[config.mk]
export PLATFORM = sky130hd
export DESIGN_NAME = dmem_uart_tx
export DESIGN_NICKNAME = d
export VERILOG_FILES = /design/src/rtl/dmem_uart_tx_pkg.sv /design/src/rtl/dmem_uart_tx_sync_fifo.sv /design/src/rtl/dmem_uart_tx.sv
export SDC_FILE = /design/constraint.sdc
export NUM_CORES = 1
export LEC_CHECK = 0
export ABC_AREA = 0
export CAP_MARGIN = 20
export CORE_MARGIN = 8
export CORE_UTILIZATION = 25
export CTS_BUF_LIST = sky130_fd_sc_hd__clkbuf_8
export DETAILED_ROUTE_END_ITERATION = 10
export PLACE_DENSITY = 0.55
export SLEW_MARGIN = 10
export SYNTH_ARGS = -nofsm -noshare
export SYNTH_HDL_FRONTEND = slang
export SYNTH_SLANG_ARGS = --single-unit
[constraint.sdc]
create_clock -name clk -period 8.4 [get_ports clk]
set_input_delay 1.68 -clock clk [delete_from_list [all_inputs] [get_ports clk]]
set_output_delay 1.68 -clock clk [all_outputs]
set_load 0.05 [all_outputs]
[src/rtl/dmem_uart_tx_pkg.sv]
// rtl/dmem_uart_tx_pkg.sv - shared encodings for the memory-mapped UART transmitter
package dmem_uart_tx_pkg;

  localparam logic [2:0] MODE_B  = 3'b000;
  localparam logic [2:0] MODE_H  = 3'b001;
  localparam logic [2:0] MODE_W  = 3'b010;
  localparam logic [2:0] MODE_BU = 3'b100;
  localparam logic [2:0] MODE_HU = 3'b101;

  localparam logic [1:0] REG_TXDATA  = 2'd0;
  localparam logic [1:0] REG_STATUS  = 2'd1;
  localparam logic [1:0] REG_BAUDDIV = 2'd2;

  localparam int ST_FULL  = 0;
  localparam int ST_EMPTY = 1;
  localparam int ST_BUSY  = 2;
  localparam int ST_OVF   = 3;

  typedef enum logic [1:0] {IDLE, START, DATA, STOP} txState_t;

  function automatic logic [31:0] loadExtend(input logic [31:0] regVal, input logic [2:0] mode);
    case (mode)
      MODE_B:  loadExtend = {{24{regVal[7]}}, regVal[7:0]};
      MODE_H:  loadExtend = {{16{regVal[15]}}, regVal[15:0]};
      MODE_BU: loadExtend = {24'h0, regVal[7:0]};
      MODE_HU: loadExtend = {16'h0, regVal[15:0]};
      MODE_W:  loadExtend = regVal;
      default: loadExtend = regVal;
    endcase
  endfunction

endpackage

[src/rtl/dmem_uart_tx_sync_fifo.sv]
// rtl/dmem_uart_tx_sync_fifo.sv - single-clock FIFO; a push into a full FIFO only lands when a pop frees a slot
module dmem_uart_tx_sync_fifo #(
  parameter int WIDTH = 8,
  parameter int DEPTH = 8
) (
  input  logic                     clk,
  input  logic                     reset,
  input  logic                     push,
  input  logic [WIDTH-1:0]         pushData,
  input  logic                     pop,
  output logic [WIDTH-1:0]         popData,
  output logic                     full,
  output logic                     empty,
  output logic [$clog2(DEPTH):0]   count
);

  localparam int AW = $clog2(DEPTH);

  logic [WIDTH-1:0] mem [DEPTH];
  logic [AW-1:0]    wrPtr;
  logic [AW-1:0]    rdPtr;
  logic             doPush;
  logic             doPop;

  assign full    = (count == (AW+1)'(DEPTH));
  assign empty   = (count == '0);
  assign doPop   = pop && !empty;
  assign doPush  = push && (!full || doPop);
  assign popData = mem[rdPtr];

  always_ff @(posedge clk) begin
    if (doPush) mem[wrPtr] <= pushData;
  end

  always_ff @(posedge clk or negedge reset) begin
    if (!reset) begin
      wrPtr <= '0;
      rdPtr <= '0;
      count <= '0;
    end else begin
      if (doPush) wrPtr <= wrPtr + 1'b1;
      if (doPop)  rdPtr <= rdPtr + 1'b1;
      case ({doPush, doPop})
        2'b10:   count <= count + 1'b1;
        2'b01:   count <= count - 1'b1;
        default: count <= count;
      endcase
    end
  end

endmodule

[src/rtl/dmem_uart_tx.sv]
// rtl/dmem_uart_tx.sv - data-memory-port responder that queues stored bytes and sends them 8N1
module dmem_uart_tx
  import dmem_uart_tx_pkg::*;
#(
  parameter logic [31:0] BASE_ADDR  = 32'h8000_0000,
  parameter int          FIFO_DEPTH = 8,
  parameter logic [15:0] DIV_RESET  = 16'd434
) (
  input  logic        clk,
  input  logic        reset,
  input  logic [31:0] a,
  input  logic [31:0] wd,
  input  logic        we,
  input  logic [2:0]  mode,
  output logic [31:0] rd,
  output logic        tx,
  output logic        irq
);

  localparam int CW = $clog2(FIFO_DEPTH) + 1;

  logic          sel;
  logic [1:0]    regOfs;
  logic          wrTx, wrStatus, wrDiv;
  logic          fifoPop, fifoFull, fifoEmpty;
  logic [7:0]    fifoData;
  logic [CW-1:0] fifoCount;
  logic          ovf;
  logic [15:0]   baudDiv, divEff, divLat, baudCnt;
  logic [7:0]    shifter;
  logic [2:0]    bitIdx;
  logic          bitEnd;
  logic [31:0]   statusWord, regVal;
  logic          unusedWd;
  txState_t      state, nextState;

  assign sel      = (a[31:4] == BASE_ADDR[31:4]) && (a[1:0] == 2'b00);
  assign regOfs   = a[3:2];
  assign wrTx     = we && sel && (regOfs == REG_TXDATA);
  assign wrStatus = we && sel && (regOfs == REG_STATUS);
  assign wrDiv    = we && sel && (regOfs == REG_BAUDDIV);
  assign divEff   = (baudDiv == 16'd0) ? 16'd1 : baudDiv;
  assign bitEnd   = (baudCnt == 16'd0);
  assign irq      = fifoEmpty && (state == IDLE);
  assign unusedWd = ^wd[31:16];

  dmem_uart_tx_sync_fifo #(.WIDTH(8), .DEPTH(FIFO_DEPTH)) u_fifo (
    .clk      (clk),
    .reset    (reset),
    .push     (wrTx),
    .pushData (wd[7:0]),
    .pop      (fifoPop),
    .popData  (fifoData),
    .full     (fifoFull),
    .empty    (fifoEmpty),
    .count    (fifoCount)
  );

  always_ff @(posedge clk or negedge reset) begin
    if (!reset) begin
      ovf     <= 1'b0;
      baudDiv <= DIV_RESET;
    end else begin
      // a push that coincides with a pop on a full FIFO is accepted, so no overflow
      if (wrTx && fifoFull && !fifoPop) ovf <= 1'b1;
      else if (wrStatus && wd[ST_OVF]) ovf <= 1'b0;
      if (wrDiv) begin
        if (mode[1:0] == 2'b00) baudDiv[7:0] <= wd[7:0];
        else                    baudDiv      <= wd[15:0];
      end
    end
  end

  always_comb begin
    statusWord = '0;
    statusWord[ST_FULL]  = fifoFull;
    statusWord[ST_EMPTY] = fifoEmpty;
    statusWord[ST_BUSY]  = (state != IDLE);
    statusWord[ST_OVF]   = ovf;
    statusWord[8 +: CW]  = fifoCount;
    case (regOfs)
      REG_STATUS:  regVal = statusWord;
      REG_BAUDDIV: regVal = {16'h0, baudDiv};
      default:     regVal = '0;
    endcase
    rd = sel ? loadExtend(regVal, mode) : '0;
  end

  always_ff @(posedge clk or negedge reset) begin
    if (!reset) begin
      state   <= IDLE;
      shifter <= '0;
      divLat  <= 16'd1;
      baudCnt <= '0;
      bitIdx  <= '0;
    end else begin
      state <= nextState;
      if (fifoPop) begin
        shifter <= fifoData;
        divLat  <= divEff;
        baudCnt <= divEff - 16'd1;
      end else if (state != IDLE) begin
        if (bitEnd) begin
          baudCnt <= divLat - 16'd1;
          if (state == START) bitIdx <= '0;
          if (state == DATA) begin
            shifter <= shifter >> 1;
            bitIdx  <= bitIdx + 3'd1;
          end
        end else begin
          baudCnt <= baudCnt - 16'd1;
        end
      end
    end
  end

  always_comb begin
    nextState = state;
    fifoPop   = 1'b0;
    tx        = 1'b1;
    case (state)
      IDLE: begin
        if (!fifoEmpty) begin
          fifoPop   = 1'b1;
          nextState = START;
        end
      end
      START: begin
        tx = 1'b0;
        if (bitEnd) nextState = DATA;
      end
      DATA: begin
        tx = shifter[0];
        if (bitEnd && bitIdx == 3'd7) nextState = STOP;
      end
      STOP: begin
        if (bitEnd) nextState = IDLE;
      end
      default: nextState = IDLE;
    endcase
  end

endmodule

* Word-level counts from Yosys, hierarchy flattened *
Memories as Yosys holds them, arrays and structs flattened.
Cells that the tools add are included.

storage, ports and cells
  register bits = 72
  latch bits = 0
  bits in writable memories = 64
  ROM bits = 0
  input bits = 70
  word-level logic and storage cells = 100
  memories = 1

operators by class
  $add $sub $neg = 8
  multiply operators = 0
  divide/modulo/power cells = 0
  magnitude comparators = 0
  equality and inequality tests = 17
  shift operators = 0
  muxes and demuxes = 26
  bitwise logic cells = 2
  reductions and logical operators = 35

memory list
  name        depth  bits a word  read ports  clocked after Yosys merged registers in  wr ports  line                          RTL
  u_fifo.mem  8      8            1           0                                        1         dmem_uart_tx_sync_fifo.sv:19  logic [WIDTH-1:0] mem [DEPTH];

operators by type and width
  kind                                                                  number
  32-bit one-hot mux with 4 select lines                                1
  16-bit 2-to-1 mux                                                     4
  16-bit by 1-bit subtractor with 16-bit output, second input constant  3
  16-bit logical NOT                                                    2
  32-bit 2-to-1 mux                                                     1
  8-bit 2-to-1 mux                                                      4
  16-bit one-hot mux with 2 select lines                                1
  28-bit == test, second input constant                                 1
  2-bit nonzero test                                                    7
  1-bit logical AND                                                     12
  3-bit by 1-bit adder with 3-bit output, second input constant         3
  3-bit == test, second input constant                                  3
  2-bit == test, second input constant                                  4
  2-bit logical NOT                                                     4
  2-bit 2-to-1 mux                                                      4
  2-bit one-hot mux with 4 select lines                                 1
  4-bit one-hot mux with 2 select lines                                 1
  4-bit AND reduction                                                   2
  2-bit by 1-bit == test with 1-bit output, second input constant       3
  1-bit 2-to-1 mux                                                      6
  3-bit 2-to-1 mux                                                      2
  2-bit inequality test, second input constant                          3
  4-bit by 1-bit adder with 4-bit output, second input constant         1
  4-bit == test, second input constant                                  1
  other kinds (11)                                                      14

* Depth between registers and ports, before layout *
  word-level depth = 8
  mapped depth = 13

* Modules after synthesis *
From an unflattened synthesis, not the netlist that was laid out.

unflattened totals
  cells, all modules = 606
  area total of the unflattened synthesis = 6,966.7 µm²

modules (own cells, without submodules)
  module                  times used  cells each  area an instance (µm²)  sequential area each (µm²)
  dmem_uart_tx            1           424         3,819.9                 1,559.0
  dmem_uart_tx_sync_fifo  1           182         3,146.8                 2,172.1

* Worst setup path after synthesis *
OpenSTA, ideal clock, no wires.

  path type = in2out
  start = in a[2]
  end = out rd[17]
  data arrival time = 4.950 ns
  path slack = 1.770 ns
  stages on the path = 7
  buffers on the path = 3
  path through = inv_1 -> ha_1 -> clkbuf_1 -> clkbuf_1 -> nand4_1 -> a211oi_1 -> buf_4

between the ends
  word-level cells in the longest chain between the ends = 4

ends and longest elaborated chain
  element                                                                           line                    RTL
  start, declared                                                                   dmem_uart_tx.sv:11      input logic [31:0] a,
  2-bit == test / 2-bit by 1-bit == test with 1-bit output (equally long branches)  dmem_uart_tx.sv:81      case (regOfs)
  16-bit one-hot mux with 2 select lines (*)                                        dmem_uart_tx.sv:81
  32-bit one-hot mux with 4 select lines (*)                                        dmem_uart_tx_pkg.sv:22  case (mode)
  32-bit 2-to-1 mux (*)                                                             dmem_uart_tx.sv:86      rd = sel ? loadExtend(regVal, mode) : '0;
  end, declared                                                                     dmem_uart_tx.sv:15      output logic [31:0] rd,

Every way passes the cells marked *; elsewhere a longest branch is shown, timed or not.

* Final worst setup path *
  start = in a[29]
  end = out rd[1]

between the ends
  word-level cells in the longest chain between the ends = 3

ends and longest elaborated chain
  element            line                RTL
  28-bit == test     dmem_uart_tx.sv:37  assign sel = (a[31:4] == BASE_ADDR[31:4]) && (a[1:0] == 2'b00);
  1-bit logical AND  dmem_uart_tx.sv:37
  32-bit 2-to-1 mux  dmem_uart_tx.sv:86

Every way passes these cells.

==> results.sh <==
export IMPL_syn_area_um2=6724
export IMPL_max_freq_mhz=158.4
export IMPL_grt_pass1_wl_um=25250
export IMPL_grt_pass1_vias=4685
export IMPL_worstSetupPathType="input port to output port"
export IMPL_syn_nets=665
export IMPL_cts_path_max_buffers=2
export IMPL_syn_to_final_growth_pct=22.98
export IMPL_ios=104
export IMPL_hold_buffers=0
export IMPL_cpMaxStageDelayCell="clkdlybuf4s50_1"
export IMPL_worst_slew_pin_slew_ns=0.9654
export IMPL_die_y_um=180
export IMPL_r2r_slack_ns=5.21
export IMPL_place_area_um2=7795
export IMPL_startpoint_type="input port"
export IMPL_clk_pin_slew_ns=0.08
export IMPL_start_util_pct=25.23
export IMPL_antenna_found_initial=0
export IMPL_coreArea_um2=26650
export IMPL_cp_top_family="simple AND/OR/NAND/NOR gates"
export IMPL_power_internal_mw=1.061
export IMPL_crit_fanout=14
export IMPL_avgSynthCellArea_um2=11.57
export IMPL_wl_per_cell_um=15.81
export IMPL_critPathLaunch="a[29]"
export IMPL_place_hpwl_um=11150
export IMPL_p_per_area_nw_per_um2=164.4
export IMPL_use_met2_pct=16.39
export IMPL_grt_overflow=0
export IMPL_post_cts_resized=0
export IMPL_p_leak_nw=3.110
export IMPL_viasPerCell=4.591
export IMPL_hp_start="divLat[1]"
export IMPL_ant_nets=0
export IMPL_grt_start_max_net_pins=73
export IMPL_final_cells=1002
export IMPL_finalClockSkew_ns=0.01249
export IMPL_synthFlopType="dfrtp_1"
export IMPL_r2r_start="state[0]"
export IMPL_rsz0062_at_grt="no"
export IMPL_io_buffers=87
export IMPL_synth_seq_cells=136
export IMPL_hold_viol=0
export IMPL_syn_inst=581
export IMPL_cts_setup_buffers=0
export IMPL_synth_top_area_share_pct=28.58
export IMPL_synth_warnings=0
export IMPL_post_place_cells=969
export IMPL_cts_made_buffers=17
export IMPL_ir_worst_vdd_v=0.00008220
export IMPL_slew_limit_headroom_pct=35.64
export IMPL_synthArstFlopShare_pct=52.94
export IMPL_antenna_cells=0
export IMPL_period_needed_ns=6.311
export IMPL_status="complete, no violations"
export IMPL_cp_cell_sequence="clkdlybuf4s50_1 > nor4b_1 > nand4_1 > nor2_1 > nand2_1 > nor2_1 > clkdlybuf4s50_1"
export IMPL_max_stage_delay_ns=0.82
export IMPL_fin_setup_tns_ns=0
export IMPL_post_route_period_util_pct=75.13
export IMPL_gp_congestion=0.7944
export IMPL_track_usage_pct=9.675
export IMPL_grtUsageMet3_pct=2.560
export IMPL_comb_power_share_pct=3.2
export IMPL_die_w_um=180
export IMPL_yosysTopAreaCell="edfxtp_1"
export IMPL_cap_violations=0
export IMPL_wl_um=15840
export IMPL_cp_required_ns=6.72
export IMPL_holdCritPathClass="flip-flop to flip-flop"
export IMPL_cts_tree="yes"
export IMPL_critPathBufInv=2
export IMPL_insertion_delay_ns=0.44
export IMPL_clkPwrFrac_pct=45.5
export IMPL_layout_nets=732
export IMPL_synthTopCellsByArea="edfxtp_1 29%, dfrtp_1 25%, mux4_2 5.4%, nand2_1 4.4%, mux2_2 2.8%"
export IMPL_slew_viol_final=0
export IMPL_final_core_util_pct=31.03
export IMPL_drc_errors=0
export IMPL_num_vias=4600
export IMPL_cts_sinks=136
export IMPL_cts_htree_levels=4
export IMPL_netSwitchingFraction_pct=21.96
export IMPL_top_usage_layer="met2"
export IMPL_p_seq_share_pct=51.3
export IMPL_synth_edf_count=64
export IMPL_arrival_ns=4.63
export IMPL_row_count=60
export IMPL_drtPass1Iterations=4
export IMPL_grtUsageMet1_pct=11.81
export IMPL_drt_iter0_drc=300
export IMPL_drive_above_1_share_pct=13.46
export IMPL_fin_area_um2=8269
export IMPL_setup_viol=0
export IMPL_die_area_um2=32400
export IMPL_total_power_mw=1.359
export IMPL_yosysSeqAreaShare_pct=55.49
export IMPL_p_sw_mw=0.2986
export IMPL_clockRootBuffer="clkbuf_8"
export IMPL_worstSetupEndpointType="output port"
export IMPL_synthDistinctLibCells=57
[per-layer routing]
metal | up-vias | part of all wire, %
met5 | - | 0
met1 | 2207 | 45
li1 | 2232 | -
met2 | 151 | 48
met3 | 10 | 6.3
met4 | 0 | 1.1
[path summary, 6_finish.rpt]
path,endpoint,cells past startpoint
setup / recovery,rd[1],7
hold / removal,divLat[1],2
setup reg to reg,baudCnt[6],12
hold reg to reg,divLat[1],2
max in group asynchronous,baudDiv[2],1
min in group asynchronous,baudCnt[10],1
[layout make-up]
class	count	area (um2)
Clock buffer	18	247.7
Sequential cell	136	3731
Multi-Input combinational cell	384	2664
Clock inverter	14	211.5
Timing Repair Buffer	95	935.9
Fill cell	2728	18380
Tap cell	341	426.7
Inverter	14	52.55
[metrics by stage]
step / worst slack (ns) / hold WS [ns]
finish: 2.089 / 0.4830
CTS: 2.079 / 0.4839
global route: 1.809 / 0.5032
floorplan: 1.770 / 0.4454
detailed placement: 2.097 / 0.4625
global placement: 2.135 / 0.4577
[state kept, by name, indices dropped and copies added (netlist names)]
| name | flops |
|---|---|
| bitIdx | 3 |
| state | 2 |
| u_fifo.wrPtr | 3 |
| shifter | 8 |
| baudDiv | 16 |
| ovf | 1 |
| u_fifo.mem | 64 |
| u_fifo.rdPtr | 3 |
| u_fifo.count | 4 |
| divLat | 16 |
| baudCnt | 16 |
[worst reg2reg max path, stage by stage (launching register included)]
cell	delay (ns)
dfrtp_1	0.41
inv_1	0.13
ha_1	0.39
o41a_1	0.24
buf_4	0.35
nand2_1	0.20
o31a_1	0.16
inv_1	0.12
ha_1	0.35
nand4_1	0.25
xnor2_1	0.19
a22oi_1	0.18
o21ai_0	0.10
[synth_stat cells (6+ instances only)]
| cell type | instances |
|---|---|
| nand4_1 | 8 |
| ha_1 | 14 |
| nor2_1 | 44 |
| nand3_1 | 14 |
| xnor2_1 | 11 |
| a211oi_1 | 14 |
| edfxtp_1 | 64 |
| mux2i_1 | 13 |
| dfrtp_1 | 66 |
| o21ai_0 | 17 |
| a22oi_1 | 8 |
| and3_1 | 9 |
| nor2b_1 | 9 |
| nor3_1 | 13 |
| inv_1 | 14 |
| clkbuf_1 | 21 |
| nand2_1 | 78 |
| dfstp_2 | 6 |
| mux2_2 | 17 |
| mux4_2 | 16 |
| buf_4 | 17 |
| xor2_1 | 8 |
| nor4_1 | 14 |
| a21oi_1 | 30 |
[power groups by stage]
stage | registers (mW) | logic (mW) | clock network [mW]
after detailed placement | 0.711 | 0.0447 | 0
after floorplan | 0.711 | 0.00498 | 0
final | 0.697 | 0.0437 | 0.619
after CTS | 0.697 | 0.0449 | 0.631
after global routing | 0.697 | 0.0481 | 0.654
after global placement | 0.711 | 0.0444 | 0
[kinds of logic after synthesis]
family / share of synthesized area (%)
muxes: 10.14
and+or+nand+nor: 14.94
AOI/OAI and AO/OA: 9.453
adders and majority gates: 2.605
DFF: 55.49
xor gates and xnor gates: 2.475
buffers and inverters: 4.894
[cell usage in the layout (no fill, tap or decap), types with 14 or more instances in the layout]
cell / count
a211oi_1: 14
a21oi_1: 30
clkbuf_8: 18
clkdlybuf4s50_1: 86
dfrtp_1: 66
edfxtp_1: 64
ha_1: 14
inv_1: 14
mux2_2: 17
mux4_2: 16
nand2_1: 78
nand3_1: 14
nor2_1: 44
nor4_1: 14
o21ai_0: 17
No activity file was read; power rests on OpenSTA's default activity.
